<file path="config.mk">
export PLATFORM = sky130hd
export DESIGN_NAME = triangle_fifo_arbiter_flat
export DESIGN_NICKNAME = d
export VERILOG_FILES = /design/src/rtl/triangle_fifo_arbiter_pkg.sv /design/src/rtl/triangle_fifo_arbiter_if.sv /design/src/rtl/triangle_fifo_arbiter_buf.sv /design/src/rtl/triangle_fifo_arbiter.sv /design/src/flat_wrapper.sv
export SDC_FILE = /design/constraint.sdc
export NUM_CORES = 2
export LEC_CHECK = 0
export BUFFER_PORTS_ARGS = -buffer_cell sky130_fd_sc_hd__buf_2
export CORE_MARGIN = 3
export CORE_UTILIZATION = 53
export CTS_CLUSTER_DIAMETER = 40
export CTS_CLUSTER_SIZE = 28
export DETAILED_ROUTE_END_ITERATION = 8
export PLACE_DENSITY = 0.75
export SYNTH_ARGS = -nofsm -noshare
export SYNTH_HDL_FRONTEND = slang
export SYNTH_SLANG_ARGS = --single-unit
</file>
<file path="constraint.sdc">
create_clock -name clk100 -period 17.29 [get_ports clk100]
set_input_delay 4.3225 -clock clk100 [delete_from_list [all_inputs] [get_ports clk100]]
set_output_delay 4.3225 -clock clk100 [all_outputs]
set_load 0.01 [all_outputs]
</file>
<file path="src/rtl/triangle_fifo_arbiter_pkg.sv">
// Shared types and constants for the triangle FIFO write arbiter.
// Channel-index and beat-counter widths are derived here.
package triangle_fifo_pkg;

    localparam int DATA_W_DEF = 224;
    localparam int MAX_CH     = 8;
    // PACKET_LEN tops out at 15, so four bits always hold the beat count.
    localparam int BEAT_W     = 4;

    typedef enum logic {
        ST_IDLE   = 1'b0,
        ST_LOCKED = 1'b1
    } arb_state_e;

    function automatic int ch_idx_w(input int num_ch);
        return (num_ch > 1) ? $clog2(num_ch) : 1;
    endfunction

endpackage

</file>
<file path="src/rtl/triangle_fifo_arbiter_if.sv">
// Producer-side and FIFO-side signal bundle of the triangle FIFO arbiter.
// The slave modport is the arbiter; the master modport is its environment.
interface triangle_fifo_arbiter_if #(
    parameter int DATA_W = 224,
    parameter int NUM_CH = 2
);
    logic                     nextFrame;
    logic [NUM_CH*DATA_W-1:0] in_data;
    logic [NUM_CH-1:0]        in_push;
    logic [NUM_CH-1:0]        in_wait;
    logic [DATA_W-1:0]        TriangleFIFO_WriteData;
    logic                     TriangleFIFO_push;
    logic                     TriangleFIFO_full;
    logic                     TriangleFIFO_prog_full;
    logic [NUM_CH-1:0]        overflow;
    logic                     busy;

    modport slave (
        input  nextFrame, in_data, in_push, TriangleFIFO_full, TriangleFIFO_prog_full,
        output in_wait, TriangleFIFO_WriteData, TriangleFIFO_push, overflow, busy
    );

    modport master (
        output nextFrame, in_data, in_push, TriangleFIFO_full, TriangleFIFO_prog_full,
        input  in_wait, TriangleFIFO_WriteData, TriangleFIFO_push, overflow, busy
    );

endinterface

</file>
<file path="src/rtl/triangle_fifo_arbiter_buf.sv">
// Per-channel skid buffer: small synchronous FIFO with first-word fall-through
// read so a pop and its data land in the same cycle.
module tri_chan_buf #(
    parameter  int DATA_W = 224,
    parameter  int DEPTH  = 4,
    localparam int AW     = $clog2(DEPTH),
    localparam int CW     = AW + 1
) (
    input  logic              clk,
    input  logic              rst,
    input  logic              flush_i,
    input  logic              push_i,
    input  logic              pop_i,
    input  logic [DATA_W-1:0] wdata_i,
    output logic [DATA_W-1:0] rdata_o,
    output logic [CW-1:0]     count_o,
    output logic              full_o,
    output logic              empty_o
);

    logic [DATA_W-1:0] mem_q [DEPTH];
    logic [AW-1:0]     wr_ptr_q;
    logic [AW-1:0]     rd_ptr_q;
    logic [CW-1:0]     count_q;
    logic              wr_en;
    logic              rd_en;

    assign full_o  = (count_q == CW'(DEPTH));
    assign empty_o = (count_q == '0);
    assign count_o = count_q;
    assign rdata_o = mem_q[rd_ptr_q];

    // A full buffer still accepts a push when the head leaves in the same cycle.
    assign wr_en = push_i && !flush_i && (!full_o || pop_i);
    assign rd_en = pop_i && !flush_i && !empty_o;

    always_ff @(posedge clk) begin
        if (wr_en) begin
            mem_q[wr_ptr_q] <= wdata_i;
        end
    end

    always_ff @(posedge clk or posedge rst) begin
        if (rst) begin
            wr_ptr_q <= '0;
            rd_ptr_q <= '0;
            count_q  <= '0;
        end else if (flush_i) begin
            wr_ptr_q <= '0;
            rd_ptr_q <= '0;
            count_q  <= '0;
        end else begin
            if (wr_en) wr_ptr_q <= wr_ptr_q + AW'(1);
            if (rd_en) rd_ptr_q <= rd_ptr_q + AW'(1);
            count_q <= count_q + CW'(wr_en) - CW'(rd_en);
        end
    end

endmodule

</file>
<file path="src/rtl/triangle_fifo_arbiter.sv">
// N-channel packet-atomic write arbiter in front of the shared triangle FIFO.
// Per-channel skid buffers, fixed-priority or round-robin grant, registered output.
module triangle_fifo_arbiter
    import triangle_fifo_pkg::*;
#(
    parameter int DATA_W     = DATA_W_DEF,
    parameter int NUM_CH     = 2,
    parameter int BUF_DEPTH  = 4,
    parameter int PACKET_LEN = 2,
    parameter int RR_MODE    = 1
) (
    input logic                   clk100,
    input logic                   reset,
    triangle_fifo_arbiter_if.slave bus
);

    localparam int CH_W  = ch_idx_w(NUM_CH);
    localparam int CNT_W = $clog2(BUF_DEPTH) + 1;
    localparam logic [BEAT_W-1:0] LAST_BEAT = BEAT_W'(PACKET_LEN);
    localparam logic [CNT_W-1:0]  WAIT_LVL  = CNT_W'(BUF_DEPTH - 1);

    logic [DATA_W-1:0] buf_rdata [NUM_CH];
    logic [CNT_W-1:0]  buf_count [NUM_CH];
    logic [NUM_CH-1:0] buf_full;
    logic [NUM_CH-1:0] buf_empty;
    logic [NUM_CH-1:0] pop;
    logic [NUM_CH-1:0] wait_vec;
    logic [NUM_CH-1:0] ovf_set;
    logic [NUM_CH-1:0] ovf_q;

    arb_state_e        state_q, state_d;
    logic [CH_W-1:0]   lock_ch_q, lock_ch_d;
    logic [BEAT_W-1:0] beats_q, beats_d;
    logic [CH_W-1:0]   rr_ptr_q, rr_ptr_d;
    logic              grant_vld;
    logic [CH_W-1:0]   grant_ch;
    logic [CH_W-1:0]   win_ch;
    logic              win_vld;
    logic              push_q;
    logic [DATA_W-1:0] data_q;

    generate
        for (genvar gi = 0; gi < NUM_CH; gi++) begin : g_ch
            tri_chan_buf #(
                .DATA_W (DATA_W),
                .DEPTH  (BUF_DEPTH)
            ) u_buf (
                .clk     (clk100),
                .rst     (reset),
                .flush_i (bus.nextFrame),
                .push_i  (bus.in_push[gi]),
                .pop_i   (pop[gi]),
                .wdata_i (bus.in_data[gi*DATA_W +: DATA_W]),
                .rdata_o (buf_rdata[gi]),
                .count_o (buf_count[gi]),
                .full_o  (buf_full[gi]),
                .empty_o (buf_empty[gi])
            );

            assign wait_vec[gi] = (buf_count[gi] >= WAIT_LVL) || bus.TriangleFIFO_prog_full;
            assign ovf_set[gi]  = bus.in_push[gi] && buf_full[gi] && !pop[gi];
        end
    endgenerate

    // Scan starts at the RR pointer in round-robin mode, at channel 0 otherwise.
    function automatic logic [CH_W-1:0] first_ready(input logic [NUM_CH-1:0] ready,
                                                    input logic [CH_W-1:0]   start);
        logic [CH_W-1:0] sel;
        logic            found;
        int              idx;
        sel   = '0;
        found = 1'b0;
        for (int k = 0; k < NUM_CH; k++) begin
            idx = int'(start) + k;
            if (idx >= NUM_CH) idx = idx - NUM_CH;
            if (!found && ready[idx[CH_W-1:0]]) begin
                found = 1'b1;
                sel   = idx[CH_W-1:0];
            end
        end
        return sel;
    endfunction

    assign win_vld = |(~buf_empty);
    assign win_ch  = first_ready(~buf_empty, (RR_MODE != 0) ? rr_ptr_q : '0);

    always_comb begin
        state_d   = state_q;
        lock_ch_d = lock_ch_q;
        beats_d   = beats_q;
        rr_ptr_d  = rr_ptr_q;
        grant_vld = 1'b0;
        grant_ch  = lock_ch_q;
        pop       = '0;
        case (state_q)
            ST_IDLE: begin
                if (!bus.TriangleFIFO_full && win_vld) begin
                    grant_vld = 1'b1;
                    grant_ch  = win_ch;
                    rr_ptr_d  = (win_ch == CH_W'(NUM_CH - 1)) ? '0 : win_ch + CH_W'(1);
                    if (PACKET_LEN > 1) begin
                        state_d   = ST_LOCKED;
                        lock_ch_d = win_ch;
                        beats_d   = BEAT_W'(1);
                    end
                end
            end
            ST_LOCKED: begin
                if (!bus.TriangleFIFO_full && !buf_empty[lock_ch_q]) begin
                    grant_vld = 1'b1;
                    beats_d   = beats_q + BEAT_W'(1);
                    if (beats_q + BEAT_W'(1) == LAST_BEAT) begin
                        state_d = ST_IDLE;
                    end
                end
            end
            default: state_d = ST_IDLE;
        endcase
        if (grant_vld) pop[grant_ch] = 1'b1;
    end

    always_ff @(posedge clk100 or posedge reset) begin
        if (reset) begin
            state_q   <= ST_IDLE;
            lock_ch_q <= '0;
            beats_q   <= '0;
            rr_ptr_q  <= '0;
            push_q    <= 1'b0;
            data_q    <= '0;
            ovf_q     <= '0;
        end else if (bus.nextFrame) begin
            state_q   <= ST_IDLE;
            lock_ch_q <= '0;
            beats_q   <= '0;
            rr_ptr_q  <= '0;
            push_q    <= 1'b0;
            data_q    <= '0;
            ovf_q     <= '0;
        end else begin
            state_q   <= state_d;
            lock_ch_q <= lock_ch_d;
            beats_q   <= beats_d;
            rr_ptr_q  <= rr_ptr_d;
            push_q    <= grant_vld;
            data_q    <= grant_vld ? buf_rdata[grant_ch] : '0;
            ovf_q     <= ovf_q | ovf_set;
        end
    end

    assign bus.in_wait                = wait_vec;
    assign bus.overflow               = ovf_q;
    assign bus.TriangleFIFO_push      = push_q;
    assign bus.TriangleFIFO_WriteData = data_q;
    assign bus.busy                   = win_vld || (state_q == ST_LOCKED);

endmodule

</file>
<file path="src/flat_wrapper.sv">
// flat-port wrapper written by rule: the top's interface ports become plain ports
module triangle_fifo_arbiter_flat import triangle_fifo_pkg::*;
#(
    parameter int DATA_W     = DATA_W_DEF,
    parameter int NUM_CH     = 2,
    parameter int BUF_DEPTH  = 4,
    parameter int PACKET_LEN = 2,
    parameter int RR_MODE    = 1
)
  (clk100, reset, bus_nextFrame, bus_in_data, bus_in_push, bus_TriangleFIFO_full, bus_TriangleFIFO_prog_full, bus_in_wait, bus_TriangleFIFO_WriteData, bus_TriangleFIFO_push, bus_overflow, bus_busy);
  triangle_fifo_arbiter_if #(.DATA_W(DATA_W), .NUM_CH(NUM_CH)) bus_i ();
  input logic clk100;
  input logic reset;
  input wire logic [$bits(bus_i.nextFrame)-1:0] bus_nextFrame;
  input wire logic [$bits(bus_i.in_data)-1:0] bus_in_data;
  input wire logic [$bits(bus_i.in_push)-1:0] bus_in_push;
  input wire logic [$bits(bus_i.TriangleFIFO_full)-1:0] bus_TriangleFIFO_full;
  input wire logic [$bits(bus_i.TriangleFIFO_prog_full)-1:0] bus_TriangleFIFO_prog_full;
  output wire logic [$bits(bus_i.in_wait)-1:0] bus_in_wait;
  output wire logic [$bits(bus_i.TriangleFIFO_WriteData)-1:0] bus_TriangleFIFO_WriteData;
  output wire logic [$bits(bus_i.TriangleFIFO_push)-1:0] bus_TriangleFIFO_push;
  output wire logic [$bits(bus_i.overflow)-1:0] bus_overflow;
  output wire logic [$bits(bus_i.busy)-1:0] bus_busy;
  assign bus_i.nextFrame = bus_nextFrame;
  assign bus_i.in_data = bus_in_data;
  assign bus_i.in_push = bus_in_push;
  assign bus_i.TriangleFIFO_full = bus_TriangleFIFO_full;
  assign bus_i.TriangleFIFO_prog_full = bus_TriangleFIFO_prog_full;
  assign bus_in_wait = bus_i.in_wait;
  assign bus_TriangleFIFO_WriteData = bus_i.TriangleFIFO_WriteData;
  assign bus_TriangleFIFO_push = bus_i.TriangleFIFO_push;
  assign bus_overflow = bus_i.overflow;
  assign bus_busy = bus_i.busy;
  triangle_fifo_arbiter #(.DATA_W(DATA_W), .NUM_CH(NUM_CH), .BUF_DEPTH(BUF_DEPTH), .PACKET_LEN(PACKET_LEN), .RR_MODE(RR_MODE)) u_core (.clk100(clk100), .reset(reset), .bus(bus_i));
endmodule
</file>
* Word level (Yosys, flattened, before mapping)
Memories as Yosys holds them, arrays and structs flattened. Cells that the tools add are included.
Word-level totals: memories kept 2, register bits 248, memory bits (writable) 1792, logic and storage cells 142
Memory list:
- u_core.g_ch[0].u_buf.mem_q | depth 4, bits a word 224, read ports 1, clocked after Yosys merged registers in 0, wr ports 1, line triangle_fifo_arbiter_buf.sv:21 | logic [DATA_W-1:0] mem_q [DEPTH];
- u_core.g_ch[1].u_buf.mem_q | depth 4, bits a word 224, read ports 1, clocked after Yosys merged registers in 0, wr ports 1, line triangle_fifo_arbiter_buf.sv:21
Cells by class: order comparisons 10, bitwise operators 4, add/sub/neg operators 13, equality and inequality tests 6, reductions and logical operators 41, mux-type cells 53
Operators with widths (number):
- $mux 224 | 5
- $mux 1 | 29
- $mux 2 | 10
- $logic_and 1x1->1 | 16
- $mux 4 | 3
- $logic_not 1->1 | 10
- $reduce_bool 2->1 | 5
- $add 2x1->2 const B | 4
- $lt 1x2->1 const B | 4
- $pmux 4 s2 | 1
- $add 3x1->3 | 2
- $eq 3x3->1 const B | 2
- $ge 3x2->1 const B | 2
- $logic_not 3->1 | 2
- $mux 3 | 2
- $sub 3x1->3 | 2
- $logic_or 1x1->1 | 5
- $add 4x1->4 const B | 1
- $eq 4x2->1 const B | 1
- $ge 2x2->1 const B | 2
- $pmux 1 s2 | 2
- $reduce_and 2->1 | 2
- $ne 3x2->1 const B | 1
- $ne 3x3->1 const B | 1
- other kinds (12) | 13

* Logic depth before layout (Yosys ltp)
word-level depth 20, depth in mapped cells 12, depth with buffers taken out 11

* Modules after synthesis
A second synthesis with hierarchy kept.
Unflattened totals: cells, all modules 3246, area, all modules 75272.2 um2
Modules (own cells, without submodules):
- tri_chan_buf | instances 2, sequential area each 27081.0 um2, area each 32767.7 um2, cells an instance 1216
- triangle_fifo_arbiter | instances 1, sequential area each 5855.6 um2, area each 9736.8 um2, cells an instance 814

* Least setup slack after synthesis
OpenSTA, ideal clock, no wires.
path kind in2reg, from input bus_TriangleFIFO_full, to memory u_core.g_ch[1].u_buf.mem_q[1][0] (enable), stages on the path 5, required time 16.161 ns, path slack -4.949 ns, arrival time 21.110 ns, buffers on the path 1, setup time 1.129 ns, cells stage by stage buf_2 -> clkinv_1 -> o311a_4 -> o21ai_1 -> nor3b_1
On the way: cells in the longest elaborated chain, start to end 13, elaborated cells on any way between the ends 18
RTL lines:
- from (decl) | line flat_wrapper.sv:17 | input wire logic [$bits(bus_i.TriangleFIFO_full)-1:0] bus_TriangleFIFO_full;
- $logic_not 1->1 (*) | line triangle_fifo_arbiter.sv:97, triangle_fifo_arbiter.sv:109
- $logic_and 1x1->1 | line triangle_fifo_arbiter.sv:97 | if (!bus.TriangleFIFO_full && win_vld) begin
- $mux 1 | line triangle_fifo_arbiter.sv:97
- $mux 1 | line triangle_fifo_arbiter.sv:95 | case (state_q)
- $lt 1x2->1 (not written as such) or $ge 1x1->1 (tied branches) | line triangle_fifo_arbiter.sv:119 | if (grant_vld) pop[grant_ch] = 1'b1;
- $logic_and 1x1->1 (not written as such) | line triangle_fifo_arbiter.sv:119
- $mux 1 (not written as such) | line triangle_fifo_arbiter.sv:119
- $demux 1 s1
- $mux 2 (*) | line triangle_fifo_arbiter.sv:119
- $logic_or 1x1->1 (*) | line triangle_fifo_arbiter_buf.sv:34 | assign wr_en = push_i && !flush_i && (!full_o || pop_i);
- $logic_and 1x1->1 (*) | line triangle_fifo_arbiter_buf.sv:34
- $mux 1 (*) | line triangle_fifo_arbiter_buf.sv:38 | if (wr_en) begin
- $mux 1 (not written as such) (*) | line triangle_fifo_arbiter_buf.sv:39 | mem_q[wr_ptr_q] <= wdata_i;
- to (decl) | line triangle_fifo_arbiter_buf.sv:21
Mark *: on every way between the ends. The rest lies on a longest branch, timed or not.

* Final worst setup path
from input bus_TriangleFIFO_prog_full, to output bus_in_wait[1]
On the way: cells in the longest elaborated chain, start to end 1
RTL lines:
- from (decl) | line flat_wrapper.sv:18 | input wire logic [$bits(bus_i.TriangleFIFO_prog_full)-1:0] bus_TriangleFIFO_prog_full;
- $logic_or 1x1->1 | line triangle_fifo_arbiter.sv:60 | assign wait_vec[gi] = (buf_count[gi] >= WAIT_LVL) || bus.TriangleFIFO_prog_full;
- to (decl) | line flat_wrapper.sv:19 | output wire logic [$bits(bus_i.in_wait)-1:0] bus_in_wait;
Every way passes these cells.

==> flow_summary.yaml <==
outcome:
  status: "finished, final reports clean"
worst_setup_path:
  max_stage_delay_ns: 0.16
  path_buf_inv: 2
  worst_r2r_path_depth: 6
  path_class: "input pin to output port"
  cpMaxStageDelayCell: "buf_2"
  cp.required_ns: 12.97
  path_common_cell: "buf_2"
  cp.arrival_ns: 4.74
  r2r_slack_ns: 12.50
  worstPathCellList: "buf_2 > nor2_1 > nand2_1 > buf_2"
  worstSetupEndpointType: "output port"
  start_kind: "input pin"
  cp_top_family: "buffers and inverters"
  r2r-end: "u_core.g_ch[1].u_buf.mem_q[2][191]"
  rr_startpoint: "u_core.state_q"
  critPathMaxFanout: 2
power:
  power_switching_mw: 3.558
  peakVddDrop_mv: 0.1400
  power_density_mw_per_mm2: 145.2
  clkPwrFrac_pct: 36.7
  power.internal_mw: 9.224
  combPwrFrac_pct: 17.1
  power.share.switching_pct: 27.84
  seqPwrFrac_pct: 46.2
  p_leak_nw: 29.96
job:
  maxCapViolations: 0
clocking:
  ctsHoldBuffers: 0
  cts.sinks: 2040
  cts_buffer_depth: 3
  postCtsSetupRepairBufs: 0
  cts_tree: "built"
  cts-root-buf: "clkbuf_16"
  clk_latency_ns: 0.84
  clk_pin_slew_ns: 0.06
  numCtsBuffers: 212
  htreeDepth: 4
  cts_resized: 0
layout:
  final_util_pct: 62.87
  layout-drive-gt1-share_pct: 37.59
  area_growth_syn_to_layout_pct: 17.29
  fin_nets: 4508
detailed_routing:
  routed_wl_um: 185600
  drt_iter0_drc: 4323
  dr.pass1.iters: 6
  viasPerCell: 6.207
  drc: 0
  ant_nets: 0
  wl_per_cell_um: 30.01
  num_vias: 38400
floorplan:
  die-area_mm2: 0.1462
  num_rows: 137
  chipWidth_um: 382.3
  ios: 685
  core_area_mm2: 0.1400
  initial_utilization_pct: 53.60
  die_y_um: 382.3
synthesis:
  async_flop_share_pct: 12.16
  syn_inst: 3292
  synth_area_mm2: 0.07506
  syn_avg_cell_area_um2: 22.80
  yosysTopAreaCell: "edfxtp_1"
  ys_seq_area_share_pct: 79.95
  yosys.area.top_type_share_pct: 71.69
  synth.area.top_cells: "edfxtp_1, mux4_2, dfrtp_1"
  ys_ff_latch: 2040
  syn_nets: 3765
  synth_edf_count: 1792
  synth_flop_cell: "edfxtp_1"
  yosysWarnings: 0
  synth_cell_type_count: 56
sta:
  timing.final.ws_setup_ns: 8.231
  setup_viol_count_final: 0
  rsz0062_at_grt: "false"
  fmax_mhz: 110.4
  worstMarginPinSlew_ns: 1.118
  hold_viol: 0
  min_period_ns: 9.059
  slew_headroom_pct: 25.44
  holdWs_ns: 0.5333
  slew_violations: 0
  min_period_over_period_pct: 52.40
  finClkSkew_ns: 0.05357
worst_hold_path:
  hp-start: "u_core.bus.overflow[1]"
  hold_end: "u_core.bus.overflow[1]"
  holdPathStages: 1
  hold_class: "flip-flop to flip-flop"
place:
  post-dp-hpwl_um: 105700
  post-place-ws_ns: 8.227
  port_buffers: 684
  gp_congestion: 0.7870
global_routing:
  grt.overflow.total: 0
  use_met1_pct: 33.59
  use_met2_pct: 40.38
  grt_pass1_vias: 38920
  grt.total_usage_pct: 25.41
  grt_start_max_net_pins: 131
  busiest_layer: "met2"
  grt_pass1_wl_um: 270000
  antenna_found_initial: 119
  grt_use_met3_pct: 6.538
cell usage in the layout (no fill, tap or decap), types with 19 or more instances in the layout:
| master | count |
|---|---|
| mux4_2 | 448 |
| inv_6 | 40 |
| a32oi_1 | 224 |
| buf_2 | 683 |
| clkinv_2 | 24 |
| clkbuf_16 | 213 |
| clkbuf_1 | 19 |
| edfxtp_1 | 1792 |
| dfrtp_1 | 244 |
| buf_4 | 41 |
| nor2_1 | 236 |
| diode_2 | 85 |
cells in the mapped netlist (4+ instances only):
cell type  count
buf_4         17
dfrtp_1      248
buf_2         92
and2_1         4
edfxtp_1    1792
ha_1          16
a21oi_1       10
nand3_1        5
a31oi_1        4
nor2_1       236
mux4_2       448
nor3b_1        5
buf_6         20
inv_1         17
o21ai_0        9
clkbuf_1      72
buf_1          7
nor3_1         9
nand2_1        7
a32oi_1      224
worst reg2reg max path, cell delays in order (launching register included):
cell      delay (ns)
dfrtp_1         0.61
nand2b_1        0.33
o311a_4         0.94
o21ai_1         0.43
nor3b_2         0.37
buf_4           0.74
buf_4           0.93
worst max-delay path by stage:
stage | startpoint | endpoint | slack, ns | cells after the start
finish | bus_TriangleFIFO_prog_full | bus_in_wait[1] | 8.23 | 4
global route | bus_TriangleFIFO_prog_full | bus_in_wait[0] | 8.22 | 4
CTS | bus_TriangleFIFO_prog_full | bus_in_wait[1] | 8.23 | 4
detailed placement | bus_TriangleFIFO_prog_full | bus_in_wait[1] | 8.23 | 4
global placement | bus_TriangleFIFO_prog_full | bus_in_wait[1] | 8.22 | 4
floorplan | bus_TriangleFIFO_full | u_core.g_ch[1].u_buf.mem_q[1][0] | -4.95 | 5
flip-flops by register name (all words and copies together), names as in the netlist:
register	flops
u_core.bus.TriangleFIFO_WriteData	224
u_core.bus.overflow	2
u_core.bus.TriangleFIFO_push	1
u_core.beats_q	4
u_core.rr_ptr_q	1
u_core.g_ch.u_buf.mem_q	1792
u_core.g_ch.u_buf.rd_ptr_q	4
u_core.g_ch.u_buf.count_o	6
u_core.g_ch.u_buf.wr_ptr_q	4
u_core.state_q	1
u_core.lock_ch_q	1
power by group through the flow:
stage / Clock [mW] / Sequential (mW) / Combinational, mW
after CTS: 4.76 / 5.91 / 2.21
after floorplan: 0 / 6.03 / 1.49
after global placement: 0 / 5.99 / 2.16
after detailed placement: 0 / 6.00 / 2.19
after global routing: 4.97 / 5.93 / 2.32
final: 4.69 / 5.90 / 2.18
per-layer routing:
layer / vias to the layer above / share of wire (%)
met5: - / 0.20
met3: 404 / 9.6
li1: 15510 / -
met2: 2182 / 50
met1: 20250 / 36
met4: 56 / 3.8
cells by family after synthesis:
family | Yosys count | share of synthesized area (%)
adders and majority gates | 18 | 0.3200
and+or+nand+nor | 284 | 1.585
AOI/OAI and AO/OA | 269 | 3.044
muxes | 450 | 13.47
buffers and inverters | 226 | 1.568
xor gates and xnor gates | 5 | 0.05835
DFF | 2040 | 79.95
metrics by stage:
| step | power (mW) | cell area, um^2 | std cells | setup TNS (ns) |
|---|---|---|---|---|
| after floorplan | 7.517 | 75060 | 3292 | -4423.81 |
| after CTS | 12.88 | 87830 | 6101 | 0 |
| after global placement | 8.156 | 80350 | 5697 | 0 |
| after global routing | 13.21 | 87950 | 6149 | 0 |
| final | 12.78 | 88050 | 6186 | 0 |
| after detailed placement | 8.196 | 80350 | 5697 | 0 |
layout make-up:
cell class                 count  area [um^2]
sequential                  2040        60030
fill                        9106        52000
multi-input combinational   1026        13910
clock buffer                 243         5553
timing repair buffer         737         3981
tap                         1876         2347
clock inverter               161         1932
antenna                       85        212.7
inverter                      18        75.07
Note: power is estimated with default switching activity, not from simulation.
